==> config.mk <==
export PLATFORM = sky130hd
export DESIGN_NAME = mem_ctrl
export DESIGN_NICKNAME = d
export VERILOG_FILES = /design/src/rtl/mem_ctrl.sv
export SDC_FILE = /design/constraint.sdc
export NUM_CORES = 1
export LEC_CHECK = 0
export ABC_AREA = 1
export CAP_MARGIN = 40
export CORE_MARGIN = 5
export CORE_UTILIZATION = 48
export DETAILED_ROUTE_END_ITERATION = 7
export GPL_TIMING_DRIVEN = 0
export HOLD_SLACK_MARGIN = 0.02
export PLACE_DENSITY = 0.86
export RECOVER_POWER = 25
export SYNTH_ARGS = -nofsm -noshare
export SYNTH_HDL_FRONTEND = slang
export SYNTH_SLANG_ARGS = --single-unit
export TNS_END_PERCENT = 100
==> constraint.sdc <==
create_clock -name clk -period 8.39 [get_ports clk]
set_input_delay 1.678 -clock clk [delete_from_list [all_inputs] [get_ports clk]]
set_output_delay 1.678 -clock clk [all_outputs]
set_load 0.01 [all_outputs]
==> src/rtl/mem_ctrl.sv <==
// Byte-serial memory controller: arbitrates LSB loads/stores against instruction
// fetches and splits each access into 1-4 byte cycles on the RAM/IO port.
module mem_ctrl #(
    parameter logic [1:0] IO_HI = 2'b11,
    parameter int          ROBBW = 4
) (
    input  logic             clk,
    input  logic             rst,
    input  logic             rdy,
    input  logic             rollback,
    input  logic [7:0]       mem_din,
    output logic [7:0]       mem_dout,
    output logic [31:0]      mem_a,
    output logic             mem_wr,
    input  logic             io_buffer_full,
    input  logic             if_req_flag,
    input  logic [31:0]      if_req_addr,
    output logic             if_done_flag,
    output logic [31:0]      if_done_data,
    input  logic             lsb_req_flag,
    input  logic [1:0]       lsb_req_width,
    input  logic             lsb_req_type,
    input  logic             lsb_req_sext,
    input  logic [31:0]      lsb_req_addr,
    input  logic [31:0]      lsb_req_data,
    input  logic [ROBBW-1:0] lsb_req_rob_id,
    output logic             lsb_done_flag,
    output logic             ld_cdb_flag,
    output logic [ROBBW-1:0] ld_cdb_rob_id,
    output logic [31:0]      ld_cdb_val
);

    typedef enum logic [2:0] {
        IDLE     = 3'd0,
        LS_READ  = 3'd1,
        LS_WRITE = 3'd2,
        IF_READ  = 3'd3,
        COOLDOWN = 3'd4
    } state_t;

    function automatic logic [2:0] width_bytes(input logic [1:0] w);
        case (w)
            2'b00:   return 3'd1;
            2'b01:   return 3'd2;
            default: return 3'd4;
        endcase
    endfunction

    function automatic logic [31:0] extend_load(input logic [31:0] raw, input logic [1:0] w,
                                                input logic sext);
        case (w)
            2'b00:   return sext ? {{24{raw[7]}}, raw[7:0]} : {24'd0, raw[7:0]};
            2'b01:   return sext ? {{16{raw[15]}}, raw[15:0]} : {16'd0, raw[15:0]};
            default: return raw;
        endcase
    endfunction

    state_t           state_q, state_d;
    logic [2:0]       cnt_q, cnt_d;
    logic [31:0]      addr_q, addr_d;
    logic [1:0]       width_q, width_d;
    logic             sext_q, sext_d;
    logic [31:0]      wdata_q, wdata_d;
    logic [ROBBW-1:0] rob_q, rob_d;
    logic [31:0]      buf_q, buf_d;
    logic [31:0]      mem_a_q, mem_a_d;
    logic [7:0]       mem_dout_q, mem_dout_d;
    logic             wr_q, wr_d;
    logic             if_done_q, if_done_d;
    logic [31:0]      if_data_q, if_data_d;
    logic             lsb_done_q, lsb_done_d;
    logic             cdb_flag_q, cdb_flag_d;
    logic [ROBBW-1:0] cdb_rob_q, cdb_rob_d;
    logic [31:0]      cdb_val_q, cdb_val_d;

    logic [2:0]       n_s;
    logic             stall_s;
    logic             fetch_go_s;
    logic [1:0]       rd_idx_s;
    logic [1:0]       wr_idx_s;
    logic [31:0]      next_off_s;

    assign n_s     = width_bytes(width_q);
    assign stall_s = (state_q == LS_WRITE) && (addr_q[17:16] == IO_HI) && io_buffer_full;

    // Next-state, byte sequencing and completion pulses
    always_comb begin
        state_d    = state_q;
        cnt_d      = cnt_q;
        addr_d     = addr_q;
        width_d    = width_q;
        sext_d     = sext_q;
        wdata_d    = wdata_q;
        rob_d      = rob_q;
        buf_d      = buf_q;
        mem_a_d    = mem_a_q;
        mem_dout_d = mem_dout_q;
        wr_d       = wr_q;
        if_done_d  = if_done_q;
        if_data_d  = if_data_q;
        lsb_done_d = lsb_done_q;
        cdb_flag_d = cdb_flag_q;
        cdb_rob_d  = cdb_rob_q;
        cdb_val_d  = cdb_val_q;
        fetch_go_s = 1'b0;
        // mem_din lags the address by one cycle, so the byte arriving now is cnt-1
        rd_idx_s   = cnt_q[1:0] - 2'd1;
        wr_idx_s   = cnt_q[1:0] + 2'd1;
        next_off_s = {29'd0, cnt_q + 3'd1};

        if (rdy) begin
            if_done_d  = 1'b0;
            lsb_done_d = 1'b0;
            cdb_flag_d = 1'b0;
            case (state_q)
                IDLE: begin
                    if (lsb_req_flag) begin
                        addr_d     = lsb_req_addr;
                        width_d    = lsb_req_width;
                        sext_d     = lsb_req_sext;
                        wdata_d    = lsb_req_data;
                        rob_d      = lsb_req_rob_id;
                        cnt_d      = 3'd0;
                        buf_d      = 32'd0;
                        mem_a_d    = lsb_req_addr;
                        if (lsb_req_type) begin
                            state_d    = LS_WRITE;
                            wr_d       = 1'b1;
                            mem_dout_d = lsb_req_data[7:0];
                        end else begin
                            state_d    = LS_READ;
                            wr_d       = 1'b0;
                        end
                    end else if (if_req_flag && !rollback) begin
                        fetch_go_s = 1'b1;
                    end else begin
                        state_d = IDLE;
                    end
                end
                COOLDOWN: begin
                    state_d    = IDLE;
                    fetch_go_s = if_req_flag && !rollback;
                end
                LS_READ, IF_READ: begin
                    if ((state_q == IF_READ) && rollback) begin
                        state_d = IDLE;
                    end else begin
                        if (cnt_q != 3'd0) begin
                            buf_d[{rd_idx_s, 3'b000} +: 8] = mem_din;
                        end else begin
                            buf_d = buf_q;
                        end
                        if (cnt_q == n_s) begin
                            if (state_q == IF_READ) begin
                                if_done_d = 1'b1;
                                if_data_d = buf_d;
                                state_d   = IDLE;
                            end else begin
                                lsb_done_d = 1'b1;
                                cdb_flag_d = 1'b1;
                                cdb_rob_d  = rob_q;
                                cdb_val_d  = extend_load(buf_d, width_q, sext_q);
                                state_d    = COOLDOWN;
                            end
                        end else begin
                            cnt_d = cnt_q + 3'd1;
                            if ((cnt_q + 3'd1) < n_s) begin
                                mem_a_d = addr_q + next_off_s;
                            end else begin
                                mem_a_d = mem_a_q;
                            end
                        end
                    end
                end
                LS_WRITE: begin
                    if (stall_s) begin
                        cnt_d = cnt_q;
                    end else if ((cnt_q + 3'd1) == n_s) begin
                        lsb_done_d = 1'b1;
                        wr_d       = 1'b0;
                        state_d    = COOLDOWN;
                    end else begin
                        cnt_d      = cnt_q + 3'd1;
                        mem_a_d    = addr_q + next_off_s;
                        mem_dout_d = wdata_q[{wr_idx_s, 3'b000} +: 8];
                    end
                end
                default: begin
                    state_d = IDLE;
                end
            endcase

            if (fetch_go_s) begin
                state_d = IF_READ;
                addr_d  = if_req_addr;
                width_d = 2'b10;
                sext_d  = 1'b0;
                cnt_d   = 3'd0;
                buf_d   = 32'd0;
                mem_a_d = if_req_addr;
                wr_d    = 1'b0;
            end else begin
                fetch_go_s = 1'b0;
            end
        end else begin
            fetch_go_s = 1'b0;
        end
    end

    // State and output registers
    always_ff @(posedge clk or posedge rst) begin
        if (rst) begin
            state_q    <= IDLE;
            cnt_q      <= 3'd0;
            addr_q     <= 32'd0;
            width_q    <= 2'b00;
            sext_q     <= 1'b0;
            wdata_q    <= 32'd0;
            rob_q      <= '0;
            buf_q      <= 32'd0;
            mem_a_q    <= 32'd0;
            mem_dout_q <= 8'd0;
            wr_q       <= 1'b0;
            if_done_q  <= 1'b0;
            if_data_q  <= 32'd0;
            lsb_done_q <= 1'b0;
            cdb_flag_q <= 1'b0;
            cdb_rob_q  <= '0;
            cdb_val_q  <= 32'd0;
        end else begin
            state_q    <= state_d;
            cnt_q      <= cnt_d;
            addr_q     <= addr_d;
            width_q    <= width_d;
            sext_q     <= sext_d;
            wdata_q    <= wdata_d;
            rob_q      <= rob_d;
            buf_q      <= buf_d;
            mem_a_q    <= mem_a_d;
            mem_dout_q <= mem_dout_d;
            wr_q       <= wr_d;
            if_done_q  <= if_done_d;
            if_data_q  <= if_data_d;
            lsb_done_q <= lsb_done_d;
            cdb_flag_q <= cdb_flag_d;
            cdb_rob_q  <= cdb_rob_d;
            cdb_val_q  <= cdb_val_d;
        end
    end

    // The write strobe must drop in the same cycle as a freeze or IO back-pressure
    assign mem_wr        = wr_q && rdy && !stall_s;
    assign mem_a         = mem_a_q;
    assign mem_dout      = mem_dout_q;
    assign if_done_flag  = if_done_q;
    assign if_done_data  = if_data_q;
    assign lsb_done_flag = lsb_done_q;
    assign ld_cdb_flag   = cdb_flag_q;
    assign ld_cdb_rob_id = cdb_rob_q;
    assign ld_cdb_val    = cdb_val_q;

endmodule
======== Word-level counts from Yosys, hierarchy flattened ========
Cells that the tools add are included.
storage, ports and cells
  bits in registers ....................... 221
  bits of input ports ..................... 119
  output and inout port bits .............. 112
  logic and storage cells ................. 146
operators by class
  add/sub/neg operators ................... 5
  order comparisons ....................... 1
  eq/ne operators ......................... 21
  shifts and indexed selects .............. 3
  muxes and demuxes ....................... 69
  bitwise logic cells ..................... 2
  reductions and logical operators ........ 28
operators with widths
  cell                                                   number
  two-way mux 32 bit                                     15
  case mux 32 bit (2 select lines)                       2
  case mux 32 bit (3 select lines)                       1
  two-way mux 3 bit                                      14
  adder 32 x 3 -> 32 bit                                 1
  bitwise mux 32 bit                                     1
  two-way mux 8 bit                                      4
  variable shift 8 x 7 -> 32 bit (first input constant)  1
  indexed part select 32 x 6 -> 8 bit                    1
  indexed part select 8 x 7 -> 32 bit                    1
  two-way mux 1 bit                                      21
  AND reduction 5 bit                                    4
  case mux 3 bit (3 select lines)                        2
  case mux 8 bit (2 select lines)                        1
  inequality test 3 bit (second input constant)          4
  nonzero test 3 bit                                     3
  two-way mux 2 bit                                      4
  inequality test 2 bit (second input constant)          4
  inequality test 4 bit (second input constant)          2
  AND reduction 8 bit                                    1
  negation 5 -> 7 bit                                    1
  AND reduction 7 bit                                    1
  equality test 3 x 2 -> 1 bit (second input constant)   2
  equality test 3 bit                                    2
  other kinds (23)                                       36

======== Logic depth before layout (Yosys ltp) ========
Gate-level depths: netlist of the first run.
  depth in word-level cells ............... 8
  mapped depth ............................ 15
  depth with buffers taken out ............ 15

======== Least setup slack after synthesis of the first run ========
Ideal clock, no wire load.
  path kind ............................... input-to-output
  start ................................... in rdy
  end ..................................... out mem_wr
  arrival time ............................ 2070 ps
  data required time ...................... 6712 ps
  path slack .............................. 4642 ps
  stages on the path ...................... 2
  path buffers ............................ 0
  cells stage by stage .................... inv_1 > nor3_1
between the ends
  word-level cells in the longest chain between the ends .. 2
RTL lines
  what                             RTL line  text
  start: declaration               9         input logic rdy,
  logical AND 1 bit (2 in series)  252       assign mem_wr = wr_q && rdy && !stall_s;
  end: declaration                 14        output logic mem_wr,
Every way passes these cells.

==> run_results.csv, run 1 <==
group,metric,value,unit
outcome,status,"finished with violations",
outcome,violations,"capacitance limit, slew limit",
timing,hold_violations,0,
timing,tns,0,ns
setup_path,slowest_stage,"clkinvlp_2",
logic_synthesis,synth-seq-cells,221,
placed_design,io_buffer_count,230,
pwr,finalPower,4.96,mW
floorplanning,die_h,165,um
floorplanning,die_x,165,um
global_route,grt_pass1_vias,11100,
clock_tree,ctsResizeCount,0,
logic_synthesis,yosysSeqAreaShare,0.482,
floorplanning,rows,56,
clock_tree,insertion_delay,0.52,ns
clock_tree,tritoncts,"built",
logic_synthesis,netlist_instances,1501,
routing,via_per_inst,5.40,
global_route,grt_first_pass_wirelength,58300,um
floorplanning,start_util,0.488,
clock_tree,path_clk_slew,0.06,ns
routing,drcViolationCount,0,
clock_tree,cts_setup_buffers,0,
layout,ff_latch_area,0.00553,sq mm
setup_path,required,8.06,ns
global_route,grt_overflow,0,
clock_tree,hold_buffers,0,
logic_synthesis,synth_area_leader_cell,"dfrtp_1",
placed_design,place_area,0.0142,sq mm
layout,multiInputGateArea,0.00509,sq mm
logic_synthesis,ys_top_cells_by_area,"dfrtp_1 (48%), nand2_1 (16%), o21ai_0 (6.6%)",
layout,final_cell_mix,"nand2_1 (480), clkdlybuf4s50_1 (228), dfrtp_1 (221)",
layout,design_area,0.0150,sq mm
setup_path,cp_max_fo,114,
timing,fin_skew,0.0167,ns
routing,route.antenna.remaining_nets,0,
pwr,ir_drop,0.155,mV
layout,nFillCells,2023,
routing,dr.pass1.iters,5,
timing,clock.fmax,179,MHz
layout,final_common_cell,"nand2_1",
routing,vias,11300,
logic_synthesis,syn_avg_cell_area,7.65,sq um
floorplanning,core_area,0.0235,sq mm
min_path,worstHoldPathType,"flip-flop to flip-flop",
layout,nets,1889,
pwr,leakage,6.96,nW
setup_path,crit_arrival,5.27,ns
clock_tree,cts_buffers,24,
clock_tree,clock_sinks,221,
routing,drt_iter0_drc,1169,
pwr,power_density,332,mW/mm^2
setup_path,worst_setup_path_end_kind,"async pin",
timing,rsz0062_at_grt,"false",
timing,slew_viol_final,115,
floorplanning,die_area,0.0271,sq mm
layout,syn_to_final_growth,30.2,%
setup_path,critPathLaunchType,"primary input",
timing,finalSetupViolCount,0,
clock_tree,cts_buffer_depth,3,
timing,worst_pin_slew,5.26,ns
flow_run,cap_violations,1,
layout,drive_above_1_share,0.0688,
logic_synthesis,synth_area,0.0115,sq mm
timing,fin_crit,5.60,ns
timing,relSlewSlack,-2.53,
logic_synthesis,yosysUniqueCellTypes,37,
logic_synthesis,synth_top_area_share,0.482,
global_route,track_usage,0.269,
setup_path,crit_family,"buffers and inverters",
timing,finalCritPeriodShare,0.668,
setup_path,crit_type,"primary input to async pin",
floorplanning,top_level_ports,231,
clock_tree,cts-htree-levels,1,
routing,wl_per_cell,17.7,um
logic_synthesis,synth_nets,1632,
global_route,antenna_found_initial,0,
setup_path,critPathBufInv,2,
routing,drt_wl_total,37000,um
setup_path,worstPathCellList,"dlygate4sd3_1 -> clkinvlp_2",
layout,antenna_cells,0,
logic_synthesis,yosysWarnings,0,
layout,utilization,0.635,
global_route,grt_max_degree,115,
placed_design,finalWeightedCongestion,0.930,
timing,whs,0.472,ns
placed_design,hpwl,27900,um
clock_tree,cts-root-buf,"clkbuf_16",
setup_path,cpPeakStageDelay,2.90,ns
registers in the layout, summed over array words and instances, names as in the netlist, 4 cells and up:
name           flops
addr_q            32
buf_q             32
if_done_data      32
ld_cdb_val        32
mem_a             32
wdata_q           32
mem_dout           8
ld_cdb_rob_id      4
rob_q              4
report_power, final:
| group | switching [mW] | total [mW] | internal [mW] |
|---|---|---|---|
| sequential | 0.263 | 1.69 | 1.43 |
| clock | 0.426 | 1.01 | 0.581 |
| combinational | 1.36 | 2.26 | 0.899 |
| total | 2.05 | 4.96 | 2.91 |
layout make-up:
class,instances,share of cell area
flip-flops and latches,221,0.370
multi-input cells,1068,0.341
repair buffers,231,0.156
clock buffers,38,0.0477
inverters,145,0.0365
well taps,319,0.0267
plain buffers,67,0.0207
clock inverters,4,0.00226
synth_stat cells:
| cell | n |
|---|---|
| dfrtp_1 | 221 |
| clkbuf_1 | 33 |
| nor2_1 | 143 |
| xnor2_1 | 5 |
| a211oi_4 | 1 |
| nor2_4 | 1 |
| or2_2 | 1 |
| inv_1 | 133 |
| buf_2 | 27 |
| buf_6 | 1 |
| nor2_2 | 3 |
| inv_2 | 12 |
| fa_1 | 1 |
| a21oi_1 | 51 |
| o31ai_1 | 1 |
| nand3_4 | 2 |
| buf_4 | 6 |
| nand4_1 | 25 |
| nand2_1 | 480 |
| nand2_2 | 2 |
| nor3_1 | 13 |
| ha_1 | 11 |
| nand3_2 | 4 |
| mux2_2 | 29 |
| o21ai_0 | 151 |
| o21ai_2 | 1 |
| o21a_1 | 12 |
| o21bai_1 | 6 |
| a31oi_1 | 18 |
| nand3b_1 | 3 |
| xor2_1 | 2 |
| nor2_8 | 1 |
| o21ai_1 | 9 |
| o211ai_1 | 1 |
| o22ai_1 | 1 |
| nand3_1 | 89 |
| o31ai_4 | 1 |
kinds of logic (layout without fill, tap and decap cells):
family,Yosys count,count (layout),share of synthesized area
buffers and inverters,212,485,0.0749
adders and majority gates,12,12,0.0137
xor gates and xnor gates,7,7,0.00534
DFF,221,221,0.482
AOI/OAI and AO/OA,253,253,0.120
muxes,29,29,0.0284
and+or+nand+nor,767,767,0.276
worst paths after layout:
check	to	slack (ns)	startpoint	cells after the start
min	ld_cdb_rob_id[0]	0.47	rob_q[0]	2
min in group asynchronous	mem_dout[3]	3.23	rst	2
max in group clk	mem_wr	3.13	rdy	4
max reg2reg	mem_a[12]	5.11	cnt_q[0]	14
max	mem_a[5]	2.79	rst	2
min reg2reg	ld_cdb_rob_id[0]	0.47	rob_q[0]	2
metal layers:
layer,wire (um),GRT usage,vias to the layer above
li1,-,-,5339
met1,15500,0.371,5360
met2,17600,0.446,530
met3,2910,0.0372,82
met4,1010,0.0813,0
met5,0,0,-
stage by stage:
step           cells  worst slack (ns)
5_1_grt         2093              2.00
4_1_cts         2093              3.25
3_3_place_gp    2050             -2.09
6_report        2093              2.79
2_1_floorplan   1501             0.663
3_5_place_dp    2051              3.26
No activity file was read; power rests on OpenSTA's default activity.
==> inputs of run 2 (changes only) <==
--- a/config.mk
+++ b/config.mk
@@ -8,11 +8,11 @@
 export ABC_AREA = 1
 export CAP_MARGIN = 40
 export CORE_MARGIN = 5
-export CORE_UTILIZATION = 48
+export CORE_UTILIZATION = 47
 export DETAILED_ROUTE_END_ITERATION = 7
 export GPL_TIMING_DRIVEN = 0
 export HOLD_SLACK_MARGIN = 0.02
-export PLACE_DENSITY = 0.86
+export PLACE_DENSITY = 0.88
 export RECOVER_POWER = 25
 export SYNTH_ARGS = -nofsm -noshare
 export SYNTH_HDL_FRONTEND = slang
==> constraint.sdc (replaced) <==
create_clock -name clk -period 5.1 [get_ports clk]
set_input_delay 1.02 -clock clk [delete_from_list [all_inputs] [get_ports clk]]
set_output_delay 1.02 -clock clk [all_outputs]
set_load 0.01 [all_outputs]
==> run_results.csv, run 2 (same netlist as run 1, synthesis figures left out) <==
group,metric,value,unit
layout,design_area,0.0151,sq mm
clock_tree,cts_buffer_depth,3,
placed_design,finalWeightedCongestion,0.916,
layout,nets,1895,
timing,finalSetupViolCount,0,
pwr,power_density,555,mW/mm^2
pwr,leakage,7.03,nW
global_route,track_usage,0.265,
routing,wl_per_cell,18.1,um
timing,rsz0062_at_grt,"false",
setup_path,cp_max_fo,6,
layout,syn_to_final_growth,31.4,%
routing,route.antenna.remaining_nets,0,
clock_tree,clock_sinks,221,
timing,relSlewSlack,-0.459,
layout,final_common_cell,"nand2_1",
timing,finalCritPeriodShare,0.759,
floorplanning,core_area,0.0242,sq mm
placed_design,place_area,0.0143,sq mm
pwr,finalPower,8.37,mW
timing,slew_viol_final,112,
floorplanning,die_area,0.0277,sq mm
setup_path,required,4.08,ns
layout,drive_above_1_share,0.0742,
flow_run,cap_violations,3,
floorplanning,die_h,166,um
floorplanning,rows,57,
global_route,grt_overflow,0,
setup_path,critical_path.startpoint,"rdy",
floorplanning,start_util,0.475,
placed_design,hpwl,28700,um
global_route,grt_pass1_vias,11500,
setup_path,worst_setup_path_end_kind,"output port",
timing,hold_violations,0,
layout,final_cell_mix,"nand2_1 (480), clkdlybuf4s50_1 (229), dfrtp_1 (221)",
min_path,min_from,"mem_a[19]",
min_path,worstHoldPathType,"flip-flop to flip-flop",
routing,via_per_inst,5.49,
clock_tree,ctsResizeCount,0,
routing,drt_wl_total,38100,um
outcome,violations,"DRC, capacitance limit, slew limit",
clock_tree,cts-root-buf,"clkbuf_16",
global_route,grt_first_pass_wirelength,60500,um
floorplanning,top_level_ports,231,
setup_path,r2r-start,"cnt_q[0]",
pwr,ir_drop,0.354,mV
global_route,antenna_found_initial,2,
setup_path,critPathLaunchType,"primary input",
timing,fin_skew,0.0136,ns
setup_path,crit_arrival,2.85,ns
routing,drcViolationCount,1,
floorplanning,die_x,166,um
clock_tree,hold_buffers,0,
clock_tree,tritoncts,"built",
clock_tree,cts_setup_buffers,0,
setup_path,rrSetupSlack,1.89,ns
clock_tree,cts_buffers,25,
routing,vias,11600,
outcome,status,"finished with violations",
global_route,grt_max_degree,40,
routing,dr.pass1.iters,8,
setup_path,crit_type,"primary input to output port",
clock_tree,cts-htree-levels,1,
timing,fin_crit,3.87,ns
timing,worst_pin_slew,2.19,ns
clock_tree,path_clk_slew,0.06,ns
clock_tree,insertion_delay,0.53,ns
placed_design,io_buffer_count,230,
timing,clock.fmax,258,MHz
routing,drt_iter0_drc,970,
==> run 2: routing by layer <==
metal / part of all wire / vias to the layer above / track usage
met5: 0 / - / 0
met3: 0.081 / 119 / 0.0490
met4: 0.040 / 0 / 0.104
met1: 0.40 / 5514 / 0.341
li1: - / 5359 / -
met2: 0.48 / 568 / 0.446
==> run 2: worst paths after layout <==
path / cells after the start / endpoint
worst min-delay path: 2 / mem_a[19]
min in group asynchronous: 2 / ld_cdb_val[6]
worst max-delay path: 4 / mem_wr
max in group asynchronous: 3 / if_done_data[20]
worst min register to register: 2 / mem_a[19]
worst max register to register: 14 / mem_a[12]
==> run 2: area by class of cell <==
type                    instances  area (sq um)
clock buffers                  34           689
multi-input cells            1068          5090
fillers                      1990          9090
repair buffers                236          2370
well taps                     324           405
flip-flops and latches        221          5530
clock inverters                 8           125
inverters                     145           546
plain buffers                  67           315
diodes                          2          5.00
==> run 2: per-stage QoR <==
step	util	setup WS, ns	setup TNS [ns]	hold slack (ns)	cells
finish	0.624	1.23	0	0.481	2105
floorplan	-	1.20	0	0.436	1501
CTS	0.626	1.25	0	0.483	2103
global placement	0.587	-0.467	-98.89	0.444	2055
detailed placement	0.592	1.29	0	0.467	2061
global route	0.624	1.02	0	0.501	2105
==> run 2: power breakdown <==
part	switching (mW)	internal, mW
sequential	0.440	2.35
clock	0.741	1.10
combinational	2.26	1.48
total	3.45	4.93
==> run 2: critical path, cell delays in order <==
cell and delay (ns):
clkdlybuf4s50_1 0.66, inv_1 0.22, nor3_1 0.35, clkdlybuf4s50_1 0.61
